File: config.mk
export PLATFORM = sky130hd
export DESIGN_NAME = cpu5_mcdec
export DESIGN_NICKNAME = d
export VERILOG_FILES = /design/src/rtl/cpu5_mcdec.sv
export SDC_FILE = /design/constraint.sdc
export NUM_CORES = 1
export LEC_CHECK = 0
export BUFFER_PORTS_ARGS = -buffer_cell sky130_fd_sc_hd__buf_4
export CAP_MARGIN = 20
export CORE_MARGIN = 5
export CORE_UTILIZATION = 40
export CTS_CLUSTER_DIAMETER = 50
export CTS_CLUSTER_SIZE = 14
export DETAILED_ROUTE_END_ITERATION = 10
export PLACE_DENSITY = 0.7
export SLEW_MARGIN = 0
export SYNTH_ARGS = -nofsm -noshare
export SYNTH_HDL_FRONTEND = slang
export SYNTH_SLANG_ARGS = --single-unit
File: constraint.sdc
create_clock -name clk -period 1.65 [get_ports clk]
set_input_delay 0.495 -clock clk [delete_from_list [all_inputs] [get_ports clk]]
set_output_delay 0.495 -clock clk [all_outputs]
set_load 0.01 [all_outputs]
File: src/rtl/cpu5_mcdec.sv
// cpu5_mcdec: multi-cycle CPU control unit. A Moore FSM walks each instruction
// through fetch, decode, execute/memory and write-back; the only outputs that
// look at an input are the mem_rdy-qualified strobes in FETCH and MEMWR.
module cpu5_mcdec #(
   parameter int OP_W    = 7,
   parameter int ALUOP_W = 2
) (
   input  logic               clk,
   input  logic               resetn,
   input  logic [OP_W-1:0]    op,
   input  logic               mem_rdy,
   output logic               irwrite,
   output logic               pcwrite,
   output logic               branch,
   output logic               iord,
   output logic               memread,
   output logic               memwrite,
   output logic               memtoreg,
   output logic               regwrite,
   output logic               regdst,
   output logic               alusrca,
   output logic               jump,
   output logic [1:0]         alusrcb,
   output logic [1:0]         pcsrc,
   output logic [ALUOP_W-1:0] aluop,
   output logic               instr_done,
   output logic               illegal_op,
   output logic [3:0]         state
);

   typedef enum logic [3:0] {
      S_FETCH   = 4'd0,
      S_DECODE  = 4'd1,
      S_MEMADR  = 4'd2,
      S_MEMRD   = 4'd3,
      S_MEMWB   = 4'd4,
      S_MEMWR   = 4'd5,
      S_EXEC    = 4'd6,
      S_ALUWB   = 4'd7,
      S_EXECI   = 4'd8,
      S_BRANCH  = 4'd9,
      S_JUMP    = 4'd10,
      S_ILLEGAL = 4'd11
   } state_t;

   typedef struct packed {
      logic       irwrite;
      logic       pcwrite;
      logic       branch;
      logic       iord;
      logic       memread;
      logic       memwrite;
      logic       memtoreg;
      logic       regwrite;
      logic       regdst;
      logic       alusrca;
      logic       jump;
      logic [1:0] alusrcb;
      logic [1:0] pcsrc;
      logic [1:0] aluop;
      logic       instr_done;
      logic       illegal_op;
   } ctrl_t;

   // Opcodes are compared zero-extended, so any set bit above op[6] makes
   // the opcode unsupported.
   localparam logic [OP_W-1:0] OP_LW    = OP_W'(7'b0000011);
   localparam logic [OP_W-1:0] OP_SW    = OP_W'(7'b0100011);
   localparam logic [OP_W-1:0] OP_RTYPE = OP_W'(7'b0110011);
   localparam logic [OP_W-1:0] OP_ITYPE = OP_W'(7'b0010011);
   localparam logic [OP_W-1:0] OP_BEQ   = OP_W'(7'b1100011);
   localparam logic [OP_W-1:0] OP_JAL   = OP_W'(7'b1101111);

   state_t st, st_nxt;
   ctrl_t  c;

   // State register; reset abandons whatever access was in flight.
   always_ff @(posedge clk) begin
      if (!resetn) st <= S_FETCH;
      else         st <= st_nxt;
   end

   // Next-state and control decode; everything not named for a state is 0.
   always_comb begin
      st_nxt = st;
      c      = '0;
      case (st)
         S_FETCH: begin
            c.memread = 1'b1;
            c.alusrcb = 2'b01;
            c.irwrite = mem_rdy;
            c.pcwrite = mem_rdy;
            if (mem_rdy) st_nxt = S_DECODE;
         end
         S_DECODE: begin
            c.alusrcb = 2'b11;
            if (op == OP_LW || op == OP_SW) st_nxt = S_MEMADR;
            else if (op == OP_RTYPE)        st_nxt = S_EXEC;
            else if (op == OP_ITYPE)        st_nxt = S_EXECI;
            else if (op == OP_BEQ)          st_nxt = S_BRANCH;
            else if (op == OP_JAL)          st_nxt = S_JUMP;
            else                            st_nxt = S_ILLEGAL;
         end
         S_MEMADR: begin
            c.alusrca = 1'b1;
            c.alusrcb = 2'b10;
            // op is re-sampled here; anything but a load/store is trapped.
            if (op == OP_LW)      st_nxt = S_MEMRD;
            else if (op == OP_SW) st_nxt = S_MEMWR;
            else                  st_nxt = S_ILLEGAL;
         end
         S_MEMRD: begin
            c.memread = 1'b1;
            c.iord    = 1'b1;
            if (mem_rdy) st_nxt = S_MEMWB;
         end
         S_MEMWB: begin
            c.regwrite   = 1'b1;
            c.memtoreg   = 1'b1;
            c.instr_done = 1'b1;
            st_nxt       = S_FETCH;
         end
         S_MEMWR: begin
            c.memwrite   = 1'b1;
            c.iord       = 1'b1;
            c.instr_done = mem_rdy;
            if (mem_rdy) st_nxt = S_FETCH;
         end
         S_EXEC: begin
            c.alusrca = 1'b1;
            c.aluop   = 2'b10;
            st_nxt    = S_ALUWB;
         end
         S_EXECI: begin
            c.alusrca = 1'b1;
            c.alusrcb = 2'b10;
            c.aluop   = 2'b11;
            st_nxt    = S_ALUWB;
         end
         S_ALUWB: begin
            c.regwrite   = 1'b1;
            c.regdst     = 1'b1;
            c.instr_done = 1'b1;
            st_nxt       = S_FETCH;
         end
         S_BRANCH: begin
            c.alusrca    = 1'b1;
            c.aluop      = 2'b01;
            c.branch     = 1'b1;
            c.pcsrc      = 2'b01;
            c.instr_done = 1'b1;
            st_nxt       = S_FETCH;
         end
         S_JUMP: begin
            c.pcwrite    = 1'b1;
            c.jump       = 1'b1;
            c.pcsrc      = 2'b10;
            c.regwrite   = 1'b1;
            c.regdst     = 1'b1;
            c.instr_done = 1'b1;
            st_nxt       = S_FETCH;
         end
         S_ILLEGAL: begin
            // Trap: parked here until reset.
            c.illegal_op = 1'b1;
         end
         default: st_nxt = S_FETCH;
      endcase
   end

   assign irwrite    = c.irwrite;
   assign pcwrite    = c.pcwrite;
   assign branch     = c.branch;
   assign iord       = c.iord;
   assign memread    = c.memread;
   assign memwrite   = c.memwrite;
   assign memtoreg   = c.memtoreg;
   assign regwrite   = c.regwrite;
   assign regdst     = c.regdst;
   assign alusrca    = c.alusrca;
   assign jump       = c.jump;
   assign alusrcb    = c.alusrcb;
   assign pcsrc      = c.pcsrc;
   assign aluop      = ALUOP_W'(c.aluop);
   assign instr_done = c.instr_done;
   assign illegal_op = c.illegal_op;
   assign state      = st;

endmodule

; Word-level counts from Yosys, hierarchy flattened
; Cells that the tools add are included.
; Widths: inputs -> output; s select.
[totals]
out_inout_bits = 23
register_bits = 4
[classes]
reduce_logical = 11
n_eq_ne = 20
muxes = 27
bitwise_logic = 1
[ops]
columns = operator, count
row1 = $mux 4, 7
row2 = $pmux 4 s7, 1
row3 = $eq 4x3->1 const B, 4
row4 = $eq 4x4->1 const B, 4
row5 = $eq 7x6->1 const B, 2
row6 = $eq 7x7->1 const B, 2
row7 = $mux 1, 12
row8 = $pmux 2 s3, 2
row9 = $reduce_or 2->1, 5
row10 = $eq 4x2->1 const B, 2
row11 = $reduce_or 4->1, 2
row12 = $eq 7x2->1 const B, 1
row13 = $eq 7x5->1 const B, 1
row14 = $ne 2x2->1 const B, 3
row15 = $eq 4x1->1 const B, 1
row16 = $logic_not 4->1, 1
row17 = $mux 2, 2
row18 = $pmux 1 s2, 2
row19 = $pmux 2 s2, 1
row20 = $reduce_and 4->1, 1
row21 = $reduce_or 3->1, 1
row22 = $logic_or 1x1->1, 1
row23 = $not 1->1, 1

; Depth between registers and ports, before layout
[depth]
ltp_word = 7
ltp_mapped = 5
ltp_nobuf = 4

; Least setup slack after synthesis
; Ideal clock, no wire load.
[synth_path]
path_kind = flip-flop to output port
start = reg st[3] (netlist: state[3])
end = out regwrite
setup_slack_ps = -95
path_stages_with_launch = 6
arrival_time_ps = 1250
path_buffers = 1
t_required_ps = 1155
cell_sequence = dfxtp_1 buf_4 nand2b_1 mux2i_1 and2_1 or2_2
[synth_between]
elab_chain_len = 3
word_cells_on_any_way = 5
classes_between = eq/ne: 3 / mux: 1 / reduce/logical: 1
[synth_rtl]
columns = item, line_no
row1 = "start, declared", 74  ; state_t st, st_nxt;
row2 = "start signal, assigned", 80  ; else st <= st_nxt;
row3 = $eq 4x4->1 or $eq 4x3->1 (tied branches), 87  ; case (st)
row4 = $reduce_or 3->1 (no source line) *, -
row5 = $mux 1 *, 87
row6 = "end, declared", 19  ; output logic regwrite,
; Every way passes the cells marked *; elsewhere a longest branch is shown, timed or not.

; Worst setup path in the final report
[layout_path]
start = reg st[2] (netlist: state[2])
end = out alusrca
[layout_between]
elab_chain_len = 3
word_cells_on_any_way = 6
classes_between = eq/ne: 4 / mux: 1 / reduce/logical: 1
[layout_rtl]
columns = item, line_no
row1 = $eq 4x4->1 (tied with other cells), 87
row2 = $reduce_or 4->1 (no source line) *, -
row3 = $mux 1 *, 87
row4 = "end, declared", 21  ; output logic alusrca,
; Marks and branches as above.

==> flow_metrics.py <==
metrics = {
    "drt": {
        "viasPerCell": 5.52,
        "drtPass1Iterations": 4,
        "drtIter0Drc": 31,
        "drtAntennaViolNets": 0,
        "wirelength_mm": 2.44,
        "vias": 916,
        "drc_errors": 0,
        "wl_per_cell_um": 14.7,
    },
    "run_status": {
        "violations": "setup timing",
        "status": "finished, violations left",
    },
    "synthesis": {
        "synth_edf_count": 0,
        "syn_nets": 106,
        "yosys-top-cells-area": "dfxtp_1 (13%), nand2b_1 (8.0%), nor2_1 (7.8%)",
        "netlist_area_sq_um": 629,
        "synthAdderAreaFrac_pct": 0,
        "syn_inst": 96,
        "synth_mux_area_share_pct": 3.18,
        "synth_largest_area_cell": "dfxtp_1",
        "synth_flop_cell": "dfxtp_1",
        "seq_area_frac_synth_pct": 12.7,
        "postSynthAreaPerCell_sq_um": 6.56,
        "synth_xor_area_share_pct": 2.78,
        "yosys.area_share.simple_pct": 49.3,
        "synthArstFlopShare_pct": 0,
        "synth_compound_area_share_pct": 21.7,
        "synth_top_family_by_area": "simple AND/OR/NAND/NOR gates",
        "yosysWarnings": 0,
        "yosysUniqueCellTypes": 34,
        "synth_top_area_share_pct": 12.7,
        "ys_ff_latch": 4,
    },
    "place": {
        "gp_congestion": 0.844,
        "io_buffers": 32,
        "place_ws_ns": -0.0498,
        "hpwl_mm": 1.67,
        "dp_cells": 156,
    },
    "job": {
        "maxCapViolCount": 0,
    },
    "setup_path": {
        "cp_top_family": "simple AND/OR/NAND/NOR gates",
        "crit_arrival_ns": 1.36,
        "crit_cells": 4,
        "crit_path_start_kind": "flop",
        "crit_slowest_cell": "or3b_4",
        "required_ns": 1.15,
        "max_stage_delay_ns": 0.42,
        "end_kind": "primary output",
        "worst_r2r_path_depth": 5,
        "critPathKind": "reg2out",
        "path_max_fanout": 6,
        "path_buf_inv": 2,
        "cp_cell_sequence": "or3b_4, buf_6, o21ai_1, buf_4",
    },
    "cells_and_area": {
        "num_antenna_cells": 0,
        "fin_cells": 166,
        "utilization_pct": 79.5,
        "largest_register_ffs": 4,
        "area_growth_pct": 90.3,
        "drive_above_1_share_pct": 56.0,
        "nets": 162,
        "fillers": 110,
    },
    "clock_network": {
        "cts.path.max_buffers": 2,
        "clkTransAtPathRegs_ns": 0.04,
        "cts_root_buffer": "clkbuf_4",
        "clk_latency_ns": 0.25,
        "clock-sinks": 4,
        "htree_levels": 1,
        "cts_tree": "yes",
        "numCtsBuffers": 3,
        "cts_hold_buf": 0,
    },
    "global_routing": {
        "top_usage_layer": "met2",
        "overflow": 0,
        "antenna_found_initial": 0,
        "grt_max_degree": 12,
        "use_met2_pct": 31.6,
        "grt_usage_pct": 18.9,
        "grt_pass1_wl_mm": 3.78,
        "gr-usage-met3_pct": 3.61,
        "grt_use_met1_pct": 23.9,
        "grt_pass1_vias": 856,
    },
    "timing": {
        "period_share_pct": 113,
        "holdWs_ns": 0.515,
        "tightest_slew_ns": 0.350,
        "grt_setup_unrepaired": "true",
        "fin_skew_ns": 0.00559,
        "relSlewSlack_pct": 76.4,
        "setup_viol_count_final": 16,
        "hold_violations": 0,
        "fin_ws_ns": -0.209,
        "final.min_clock_period_ns": 1.86,
        "fmax_mhz": 538,
        "maxSlewViolCount": 0,
    },
    "die": {
        "rows": 14,
        "start_util_pct": 41.8,
        "core_area_sq_um": 1510,
        "pin_count": 33,
        "die-area_sq_um": 2470,
        "die_h_um": 49.7,
        "die_w_um": 49.7,
    },
    "power_and_ir_drop": {
        "switching_share_pct": 43.0,
        "leakage_nw": 0.543,
        "p_clk_share_pct": 6.3,
        "ir_worst_vdd_mv": 0.807,
        "p_switching_w": 0.000856,
        "pwr-share-comb_pct": 81.9,
        "power_w": 0.00199,
        "powerDensity_nw_per_um2": 1660,
        "pwr-share-seq_pct": 11.8,
        "intPower_w": 0.00113,
    },
    "hold_path": {
        "holdPathStages": 2,
        "hp-class": "in2reg",
    },
}
-- repair_timing --
| item | 4_1_cts | 5_1_grt |
|---|---|---|
| setup endpoints to repair | 19 | 19 |
| hold endpoints to repair | 0 | 0 |
| buffers inserted | 3 | 4 |
| pin swaps | 3 | 5 |
| gates resized for setup | 23 | 14 |
-- cell usage in the layout (no fill, tap or decap), drive strengths merged --
master and count:
nor4 3, a31oi 2, or3 1, or2 3, nand3 2, nand3b 5, nor3 3, o311ai 1
or2b 1, or3b 2, inv 3, a22o 1, nor2b 3, o21ai 7, a21oi 9, xnor2 2
dfxtp 4, a2111oi 1, nor3b 1, or4 1, a31o 1, mux2i 2, nor2 13, o31a 1
buf 59, nand2b 8, and3 2, and2 1, nand2 5, clkbuf 3
-- kinds of logic (layout without fill, tap and decap cells) --
kind of cell,after synthesis,in the layout
multiplexers,2,2
AND/OR/NAND/NOR,54,54
buffers and inverters,11,65
flip-flops,4,4
AO/OA/AOI/OAI,23,23
XOR/XNOR,2,2
-- metal layers --
layer | vias up | part of all wire [%]
li1 | 450 | -
met1 | 419 | 42
met2 | 39 | 49
met3 | 8 | 6.6
met4 | 0 | 2.7
met5 | - | 0
-- cells in the mapped netlist, types with 2 or more instances --
cell type and instances:
and3_1 2, nor2_1 13, a31oi_1 2, o21ai_0 6, nand2_1 5, a21oi_1 9, nor3_1 3, buf_2 4
nand3b_1 5, nand2b_1 8, nor2b_1 3, buf_4 3, or2_2 3, xnor2_1 2, nand3_1 2, dfxtp_1 4
mux2i_1 2, inv_1 3, nor4_1 2
-- layout make-up --
cell class,instances,area (sq um),share of cell area (%)
Multi-Input combinational cell,81,557,46.5
Timing Repair Buffer,59,492,41.1
Sequential cell,4,95.1,7.94
Clock buffer,3,22.5,1.88
Tap cell,16,20.0,1.67
Inverter,3,11.3,0.940
-- through the flow --
stage	area [sq um]	TNS, ns
2_1_floorplan	649	-0.0104
3_5_place_dp	1000	-0.142
5_1_grt	1200	-2.79
6_report	1200	-1.89
3_3_place_gp	1000	-0.0294
4_1_cts	1120	-1.59
-- power by group through the flow --
stage	Clock [W]	Combinational, W	Sequential [W]
6_report	0.000126	0.00163	0.000235
5_1_grt	0.000139	0.00176	0.000242
4_1_cts	0.000127	0.00147	0.000235
3_5_place_dp	0	0.00132	0.000222
3_3_place_gp	0	0.00130	0.000219
2_1_floorplan	0	0.000741	0.000198
-- worst reg2reg max path, delay by kind of cell (launching register included) --
kind | cells | cell delay, ns
and+or+nand+nor | 2 | 0.62
AOI/OAI and AO/OA | 1 | 0.17
buffers and inverters | 2 | 0.31
DFF | 1 | 0.36
-- worst paths after layout --
| kind | from | endpoint | slack (ns) |
|---|---|---|---|
| worst min register to register | state[0] | state[3] | 0.75 |
| worst max register to register | state[2] | state[1] | 0.12 |
| worst min-delay path | resetn | state[3] | 0.52 |
| worst max-delay path | state[2] | alusrca | -0.21 |
Power figures use the tool's default switching activity.
